<file path="config.mk">
export PLATFORM = sky130hd
export DESIGN_NAME = afh_map_builder
export DESIGN_NICKNAME = d
export VERILOG_FILES = /design/src/rtl/afh_map_builder.sv
export SDC_FILE = /design/constraint.sdc
export NUM_CORES = 1
export LEC_CHECK = 0
export CORE_ASPECT_RATIO = 1.1
export CORE_MARGIN = 2
export CORE_UTILIZATION = 48
export CTS_CLUSTER_SIZE = 8
export DETAILED_ROUTE_END_ITERATION = 7
export GPL_TIMING_DRIVEN = 0
export HOLD_SLACK_MARGIN = 0.12
export PLACE_DENSITY = 0.81
export SLEW_MARGIN = 10
export SYNTH_ARGS = -nofsm -noshare
export SYNTH_HDL_FRONTEND = slang
export SYNTH_SLANG_ARGS = --single-unit
</file>
<file path="constraint.sdc">
create_clock -name clk -period 10.6 [get_ports clk]
set_clock_uncertainty 0.15 [all_clocks]
set_input_delay 1.59 -clock clk [delete_from_list [all_inputs] [get_ports clk]]
set_output_delay 1.59 -clock clk [all_outputs]
set_load 0.005 [all_outputs]
</file>
<file path="src/rtl/afh_map_builder.sv">
// AFH remap table builder: scans the 79-channel map in basic-hop order and writes
// the used channels contiguously to an external table, then publishes the count N.
module afh_map_builder #(
   parameter int unsigned MIN_USED = 20
) (
   input  logic        clk,
   input  logic        rstz,
   input  logic        start,
   input  logic [79:0] channel_map,
   output logic        busy,
   output logic        wr_en,
   output logic [6:0]  wr_addr,
   output logic [6:0]  wr_data,
   output logic        done,
   output logic [6:0]  modN,
   output logic        modN_valid,
   output logic        map_err
);

   localparam logic [6:0] MinUsed = 7'(MIN_USED);
   localparam logic [6:0] LastIdx = 7'd78;

   typedef enum logic [1:0] {StIdle, StScan, StFinish} state_e;

   state_e      state;
   // Bit 79 is captured but never addressed: ch tops out at 78.
   logic [79:0] map_q;
   logic [6:0]  idx;
   logic [6:0]  cnt;
   logic [6:0]  ch;

   // Basic mapping: first half of idx walks even channels, second half odd ones.
   always_comb begin
      ch = 7'd0;
      if (idx <= 7'd39) ch = idx << 1;
      else              ch = ((idx - 7'd40) << 1) | 7'd1;
   end

   always_ff @(posedge clk or posedge rstz) begin
      if (rstz) begin
         state      <= StIdle;
         map_q      <= '0;
         idx        <= '0;
         cnt        <= '0;
         busy       <= 1'b0;
         wr_en      <= 1'b0;
         wr_addr    <= '0;
         wr_data    <= '0;
         done       <= 1'b0;
         modN       <= '0;
         modN_valid <= 1'b0;
         map_err    <= 1'b0;
      end else begin
         wr_en <= 1'b0;
         done  <= 1'b0;
         // start wins in every state, so an in-flight build is silently abandoned.
         if (start) begin
            map_q      <= channel_map;
            idx        <= '0;
            cnt        <= '0;
            modN_valid <= 1'b0;
            map_err    <= 1'b0;
            busy       <= 1'b1;
            state      <= StScan;
         end else begin
            unique case (state)
               StIdle: ;
               StScan: begin
                  if (map_q[ch]) begin
                     wr_en   <= 1'b1;
                     wr_addr <= cnt;
                     wr_data <= ch;
                     cnt     <= cnt + 7'd1;
                  end
                  if (idx == LastIdx) state <= StFinish;
                  else                idx   <= idx + 7'd1;
               end
               StFinish: begin
                  modN       <= cnt;
                  modN_valid <= (cnt >= MinUsed);
                  map_err    <= (cnt < MinUsed);
                  done       <= 1'b1;
                  busy       <= 1'b0;
                  state      <= StIdle;
               end
               default: state <= StIdle;
            endcase
         end
      end
   end

endmodule

</file>
==> results of run 1 <==
critical path: cells and delay by family (launching register included):
kind	cells	cell delay (ns)
simple gates	5	1.37
buf+inv	3	0.76
compound gates	3	0.71
flops	1	0.47
mux	1	0.30
fa+ha+maj	1	0.29
cells by family after synthesis:
family	synth area share, %
compound gates	9.62
xor+xnor	0.889
fa+ha+maj	1.48
buf+inv	3.81
flops	51.7
mux	22.8
simple gates	9.76
final cells by class:
type                            instances  area, um^2  area share (%)
Timing Repair Buffer                  109        1110            14.1
Tap cell                              154         193            2.46
Multi-Input combinational cell        300        2630            33.5
Sequential cell                       122        3050            38.9
Buffer                                 31         161            2.06
Clock buffer                           18         429            5.47
Inverter                               17        68.8           0.878
Clock inverter                         14         198            2.52
power by group:
part           internal [W]  switching, W  total [W]
logic              0.000104     0.0000739   0.000178
registers          0.000507     0.0000264   0.000534
clock network      0.000394      0.000217   0.000611
total               0.00101      0.000318    0.00132
synth_stat cells (all sizes together), types with 2 or more instances:
library cell    n  area, um^2
mux2i          11         110
a21o            7        52.6
xor2            2        17.5
clkbuf         13        48.8
and4            2        17.5
o31ai           5        56.3
ha              7        87.6
nor3           12        60.1
mux2           97        1120
buf            18         113
dfrtp         122        3050
o2bb2ai         2        23.8
nor2           18        75.1
xnor2           4        35.0
clkinv          3        11.3
nor4bb          2        20.0
o311ai          3        26.3
nand2b          3        26.3
mux4            5         113
and2            3        18.8
nor2b           6        37.5
inv            14        52.6
a31o            3        26.3
nor4            6        37.5
nand2          14        57.6
a211oi          8        72.6
a31oi           6        37.5
nand3          13        65.1
or3             3        18.8
o211ai          3        22.5
and3            8        50.1
a21oi          11        58.8
o21ai           8        40.0
o211a           2        20.0
nand4          10        62.6
stage by stage:
stage               cell area, um^2  hold WS [ns]  setup slack [ns]  total power, W  std cells
floorplan                      5910         0.322              5.62        0.000639        470
global placement               7180         0.330              4.11        0.000712        732
detailed placement             7210         0.341              6.47        0.000720        733
CTS                            7840         0.354              6.44         0.00133        765
global route                   7840         0.365              6.11         0.00137        765
finish                         7840         0.350              6.43         0.00132        765
state kept, by name, indices dropped and copies added, names as in the netlist:
register and count:
wr_addr 7, modN_valid 1, map_err 1, state 2
cnt 7, wr_data 7, done 1, map_q 80
idx 7, wr_en 1, modN 7, busy 1
layer usage:
layer	track usage, %	up-vias
met3	4.91	31
li1	-	1993
met1	30.2	2170
met4	9.57	0
met2	38.4	189
met5	0	-
worst max-delay path by stage:
| stage | to | slack (ns) | cells after the start |
|---|---|---|---|
| floorplan | busy | 5.62 | 1 |
| global placement | map_q[73] | 4.11 | 2 |
| detailed placement | wr_addr[3] | 6.47 | 14 |
| CTS | wr_data[0] | 6.44 | 14 |
| global route | cnt[1] | 6.11 | 14 |
| finish | wr_addr[0] | 6.43 | 13 |
==> insert_results.sql, run 1 <==
INSERT INTO impl_metrics (metric_group, metric, value, unit) VALUES
('min_path', 'hold_path_end', 'busy', ''),
('synthesis', 'syn_area_per_cell', '12.6', 'um^2'),
('synthesis', 'mappedNetlistNets', '560', ''),
('clock_network', 'ctsResizeCount', '0', ''),
('route', 'top_layer_used', 'met4', ''),
('placed_design', 'dpl.hpwl', '10.3', 'mm'),
('sta', 'fin_tns_setup', '0', 'ns'),
('synthesis', 'synth_enable_flop_cells', '0', ''),
('route', 'route.vias.total', '4383', ''),
('route', 'drc_violations', '0', ''),
('power', 'pwr_density_cell', '169', 'nW/um^2'),
('cells_and_area', 'fin_util', '65.2', '%'),
('clock_network', 'cts-root-buf', 'clkbuf_16', ''),
('outcome', 'status', 'finished, final reports clean', ''),
('global_route', 'grt_pass1_vias', '4655', ''),
('cells_and_area', 'mostFrequentLayoutCell', 'dfrtp_1', ''),
('cells_and_area', 'diodes', '0', ''),
('sta', 'timing.final.crit_share', '39.3', '%'),
('critical_path', 'crit-reg2reg-capture', 'wr_addr[0]', ''),
('clock_network', 'cts_tree', 'built', ''),
('placed_design', 'gp_routability_congestion', '0.854', ''),
('synthesis', 'synthesis.yosys.warnings', '0', ''),
('route', 'detail-route-antenna-nets', '0', ''),
('cells_and_area', 'nets', '688', ''),
('sta', 'tightestPinTransition', '0.679', 'ns'),
('critical_path', 'start_kind', 'flop', ''),
('synthesis', 'async_flop_share', '100', '%'),
('clock_network', 'cts-root-to-sink-buffers', '2', ''),
('floorplan', 'design.portCount', '109', ''),
('synthesis', 'synth_seq_area_share', '51.7', '%'),
('sta', 'max_slew_margin', '54.6', '%'),
('global_route', 'grt_use_total', '23.5', '%'),
('sta', 'grt_setup_unrepaired', 'false', ''),
('cells_and_area', 'fillCellCount', '945', ''),
('route', 'detail_route.first_pass.iterations', '7', ''),
('clock_network', 'cts.sinks', '122', ''),
('critical_path', 'crit_required', '10.75', 'ns'),
('sta', 'max_clock_freq', '240', 'MHz'),
('min_path', 'timing.hold.worst.class', 'reg2reg', ''),
('floorplan', 'start_util', '49.1', '%'),
('route', 'route.final.wire_length', '14.4', 'mm'),
('synthesis', 'synth.lib_cells_used.distinct', '63', ''),
('critical_path', 'end_kind', 'flop', ''),
('sta', 'finalHoldViolations', '0', ''),
('synthesis', 'synthesis.instances', '470', ''),
('critical_path', 'worstReg2RegStart', 'idx[4]', ''),
('critical_path', 'setup.worst_path.class', 'reg2reg', ''),
('cells_and_area', 'drive_gt1_share', '27.2', '%'),
('critical_path', 'crit_chain', 'clkinv_1 > ha_1 > and2b_1 > a211o_1 > buf_2 > nand4_1 > o311ai_0 > nor4bb_1 > nor3_1 > o31ai_4 > nand2b_4 > buf_6 > mux2_4', ''),
('clock_network', 'htreeDepth', '4', ''),
('placed_design', 'port_buffers', '108', ''),
('clock_network', 'clk_pin_slew_worst_setup_hold_paths', '0.06', 'ns'),
('route', 'drt-initial-drc-count', '309', ''),
('floorplan', 'num_rows', '42', ''),
('global_route', 'grt_overflow', '0', ''),
('sta', 'drv_slew', '0', ''),
('critical_path', 'regToRegSetupSlack', '6.43', 'ns'),
('power', 'max-vdd-ir-drop', '0.117', 'mV'),
('route', 'vias_per_cell', '5.73', ''),
('critical_path', 'worstSetupStartpoint', 'idx[4]', ''),
('critical_path', 'highest_delay_cell_along_the_critical_path', 'nor4bb_1', ''),
('sta', 'period_minus_slack', '4.17', 'ns'),
('route', 'drt-wirelength-per-cell', '18.9', 'um'),
('power', 'power.static_leakage', '3.33', 'nW'),
('route', 'drt-met1-wl', '6.05', 'mm'),
('route', 'total_length_of_routed_met2_wires', '7.21', 'mm'),
('synthesis', 'synth-seq-cells', '122', ''),
('clock_network', 'cts-hold-fix-buffers', '0', ''),
('synthesis', 'cell_area_after_synthesis', '5910', 'um^2'),
('sta', 'final-setup-viol-count', '0', ''),
('global_route', 'number_of_antenna_violations_at_the_first_check_in_global_routing', '0', '');
(Power assumes the default switching activity.)
==> run 2: changes to the inputs <==
--- a/config.mk
+++ b/config.mk
@@ -12,7 +12,7 @@
 export DETAILED_ROUTE_END_ITERATION = 7
 export GPL_TIMING_DRIVEN = 0
 export HOLD_SLACK_MARGIN = 0.12
-export PLACE_DENSITY = 0.81
+export PLACE_DENSITY = 0.84
 export SLEW_MARGIN = 10
 export SYNTH_ARGS = -nofsm -noshare
 export SYNTH_HDL_FRONTEND = slang
==> constraint.sdc (replaced) <==
create_clock -name clk -period 3.5 [get_ports clk]
set_clock_uncertainty 0.15 [all_clocks]
set_input_delay 0.525 -clock clk [delete_from_list [all_inputs] [get_ports clk]]
set_output_delay 0.525 -clock clk [all_outputs]
set_load 0.005 [all_outputs]
==> run 2 against run 1 <==
  * The flow now finishes with violations (negative setup slack)
  * Largest cell class unchanged
  * Utilization up 4.6 points
  * Combinational power grew to 3.6 times the previous value
  * Cell area up 7.1%
  * Die area is the same
  * Worst setup slack got worse by 6.5 ns
  * Power rose to 3.1 times the previous value
  * Global-route usage increased by 1.6 points
  * Sequential share of layout area is 2.6 points lower
  * Largest power group unchanged
  * Non-clock buffer count is 36 higher
  * First-iteration DRC count increased by 39%
==> insert_results.sql, run 2 (synthesis gave the netlist of run 1 again) <==
INSERT INTO impl_metrics (metric_group, metric, value, unit) VALUES
('clock_network', 'cts-root-to-sink-buffers', '2', ''),
('critical_path', 'worstReg2RegStart', 'idx[3]', ''),
('power', 'power.static_leakage', '3.56', 'nW'),
('global_route', 'grt_overflow', '0', ''),
('power', 'max-vdd-ir-drop', '0.287', 'mV'),
('route', 'drt-initial-drc-count', '428', ''),
('global_route', 'number_of_antenna_violations_at_the_first_check_in_global_routing', '0', ''),
('placed_design', 'port_buffers', '108', ''),
('cells_and_area', 'nets', '726', ''),
('cells_and_area', 'regMostFlops', 'map_q', ''),
('route', 'vias_per_cell', '6.00', ''),
('floorplan', 'die-area', '13200', 'um^2'),
('sta', 'drv_slew', '0', ''),
('clock_network', 'cts-root-buf', 'clkbuf_16', ''),
('cells_and_area', 'number_of_flip_flops_in_the_largest_register', '80', ''),
('critical_path', 'end_kind', 'flop', ''),
('power', 'post-layout-total-power', '0.00405', 'W'),
('cells_and_area', 'diodes', '0', ''),
('critical_path', 'setup.worst_path.class', 'reg2reg', ''),
('cells_and_area', 'layout_common_cells', '121 x dfrtp_1, 108 x clkdlybuf4s50_1, 89 x mux2_2, 29 x buf_4', ''),
('min_path', 'timing.hold.worst.class', 'in2async', ''),
('floorplan', 'num_rows', '42', ''),
('sta', 'grt_setup_unrepaired', 'true', ''),
('cells_and_area', 'fillCellCount', '794', ''),
('placed_design', 'gp_routability_congestion', '0.894', ''),
('power', 'power.internal', '0.00310', 'W'),
('clock_network', 'htreeDepth', '4', ''),
('critical_path', 'highest_delay_cell_along_the_critical_path', 'nor4bb_4', ''),
('route', 'drc_violations', '0', ''),
('clock_network', 'cts_tree', 'built', ''),
('cells_and_area', 'layout-area-overhead-vs-synth', '42.2', '%'),
('route', 'drt-wirelength-per-cell', '21.3', 'um'),
('critical_path', 'critical_path.n_buffers_inverters', '6', ''),
('sta', 'period_minus_slack', '3.61', 'ns'),
('critical_path', 'crit_required', '3.65', 'ns'),
('sta', 'final-setup-viol-count', '20', ''),
('sta', 'max_clock_freq', '277', 'MHz'),
('critical_path', 'critical_path_arrival', '3.76', 'ns'),
('power', 'p_seq_share', '39.9', '%'),
('critical_path', 'cp_max_fo', '10', ''),
('floorplan', 'design.portCount', '109', ''),
('sta', 'timing.final.crit_share', '103', '%'),
('route', 'detail_route.first_pass.iterations', '7', ''),
('sta', 'max_slew_margin', '52.7', '%'),
('outcome', 'failing_checks', 'negative setup slack', ''),
('sta', 'tightestPinTransition', '0.709', 'ns'),
('outcome', 'status', 'complete, but fails checks', ''),
('cells_and_area', 'drive_gt1_share', '35.1', '%'),
('placed_design', 'dpl.hpwl', '10.5', 'mm'),
('clock_network', 'clock_insertion_delay_worst_skew', '0.41', 'ns'),
('sta', 'final.setup.worst_slack', '-0.109', 'ns'),
('power', 'power.share.clock', '44.1', '%'),
('clock_network', 'clk_pin_slew_worst_setup_hold_paths', '0.05', 'ns'),
('floorplan', 'start_util', '49.1', '%'),
('critical_path', 'start_kind', 'flop', ''),
('floorplan', 'die_height', '120', 'um'),
('floorplan', 'design.core.area', '12000', 'um^2'),
('route', 'detail-route-antenna-nets', '0', ''),
('floorplan', 'die_x', '110', 'um'),
('cells_and_area', 'mostFrequentLayoutCell', 'dfrtp_1', ''),
('global_route', 'pin_count_of_the_biggest_net_entering_global_routing', '42', ''),
('clock_network', 'tritoncts.num_buffers', '17', ''),
('global_route', 'grt_pass1_wl', '25.0', 'mm'),
('power', 'sw_share', '23.5', '%'),
('critical_path', 'regToRegSetupSlack', '-0.11', 'ns'),
('route', 'route.vias.total', '4808', ''),
('global_route', 'grt_use_total', '25.1', '%'),
('power', 'power.share.combinational', '16.0', '%'),
('critical_path', 'slowest_delay', '0.42', 'ns'),
('power', 'netSwitchingPower', '0.000954', 'W'),
('route', 'route.final.wire_length', '17.0', 'mm'),
('critical_path', 'crit-reg2reg-capture', 'wr_data[1]', ''),
('critical_path', 'crit_chain', 'buf_6 > buf_4 > and4bb_4 > nand2_1 > buf_2 > clkbuf_4 > nand4_1 > o311ai_0 > nor4bb_4 > nor3_2 > o31ai_4 > nand2b_4 > buf_12 > buf_16 > mux2_4', ''),
('clock_network', 'cts-hold-fix-buffers', '0', ''),
('power', 'pwr_density_cell', '483', 'nW/um^2'),
('cells_and_area', 'fin_util', '69.8', '%'),
('sta', 'finalHoldViolations', '0', ''),
('sta', 'whs', '0.291', 'ns'),
('critical_path', 'worst-r2r-cell-count', '15', ''),
('clock_network', 'cts.sinks', '122', ''),
('global_route', 'grt_pass1_vias', '4884', ''),
('flow_run', 'max-cap-violations', '0', ''),
('critical_path', 'critPathTopFamily', 'simple AND/OR/NAND/NOR gates', '');
run 2: through the flow:
stage                     setup TNS (ns)  area, um^2  worst slack (ns)  std cells
after floorplan                        0        5910            0.0108        470
after global placement             -7.99        7190            -0.470        732
after detailed placement           -9.29        7250            -0.534        735
after CTS                         -0.273        8160           -0.0474        784
after global routing               -1.86        8400            -0.160        801
final                             -0.973        8400            -0.109        801
run 2: per-layer routing:
| layer | global-route usage, % | part of all wire [%] | vias up |
|---|---|---|---|
| met4 | 11.7 | 4.7 | 0 |
| met2 | 41.0 | 50 | 295 |
| li1 | - | - | 2067 |
| met1 | 31.3 | 38 | 2378 |
| met3 | 5.88 | 7.7 | 68 |
| met5 | 0 | 0 | - |
run 2: power groups by stage:
stage | logic (W) | registers [W] | clock network (W)
3_5_place_dp | 0.000547 | 0.00164 | 0
6_report | 0.000647 | 0.00162 | 0.00179
2_1_floorplan | 0.000324 | 0.00161 | 0
3_3_place_gp | 0.000521 | 0.00163 | 0
5_1_grt | 0.000685 | 0.00163 | 0.00187
4_1_cts | 0.000594 | 0.00162 | 0.00180
run 2: how the worst max path moves through the flow:
stage	start	endpoint	slack, ns	depth (start not counted)
after detailed placement	idx[3]	wr_addr[4]	-0.53	14
after floorplan	idx[3]	wr_addr[0]	0.01	13
after CTS	idx[3]	wr_data[1]	-0.05	14
after global routing	idx[0]	cnt[1]	-0.16	13
after global placement	idx[3]	wr_addr[0]	-0.47	14
final	idx[3]	wr_data[1]	-0.11	15
run 2: cell type report:
cell class | instances | area (um^2) | share of cell area [%]
buffer | 30 | 168 | 2.00
clock buffer | 23 | 488 | 5.81
clock inverter | 7 | 115 | 1.37
inverter | 17 | 88.8 | 1.06
multi-input combinational | 302 | 2830 | 33.7
sequential | 122 | 3050 | 36.4
tap | 154 | 193 | 2.29
timing repair buffer | 146 | 1460 | 17.4
run 2: timing repair:
item	in CTS	in global routing
gates cloned	3	1
resized for setup	25	25
pin swaps	7	18
endpoints found under the setup margin	22	20
buffers inserted	16	18
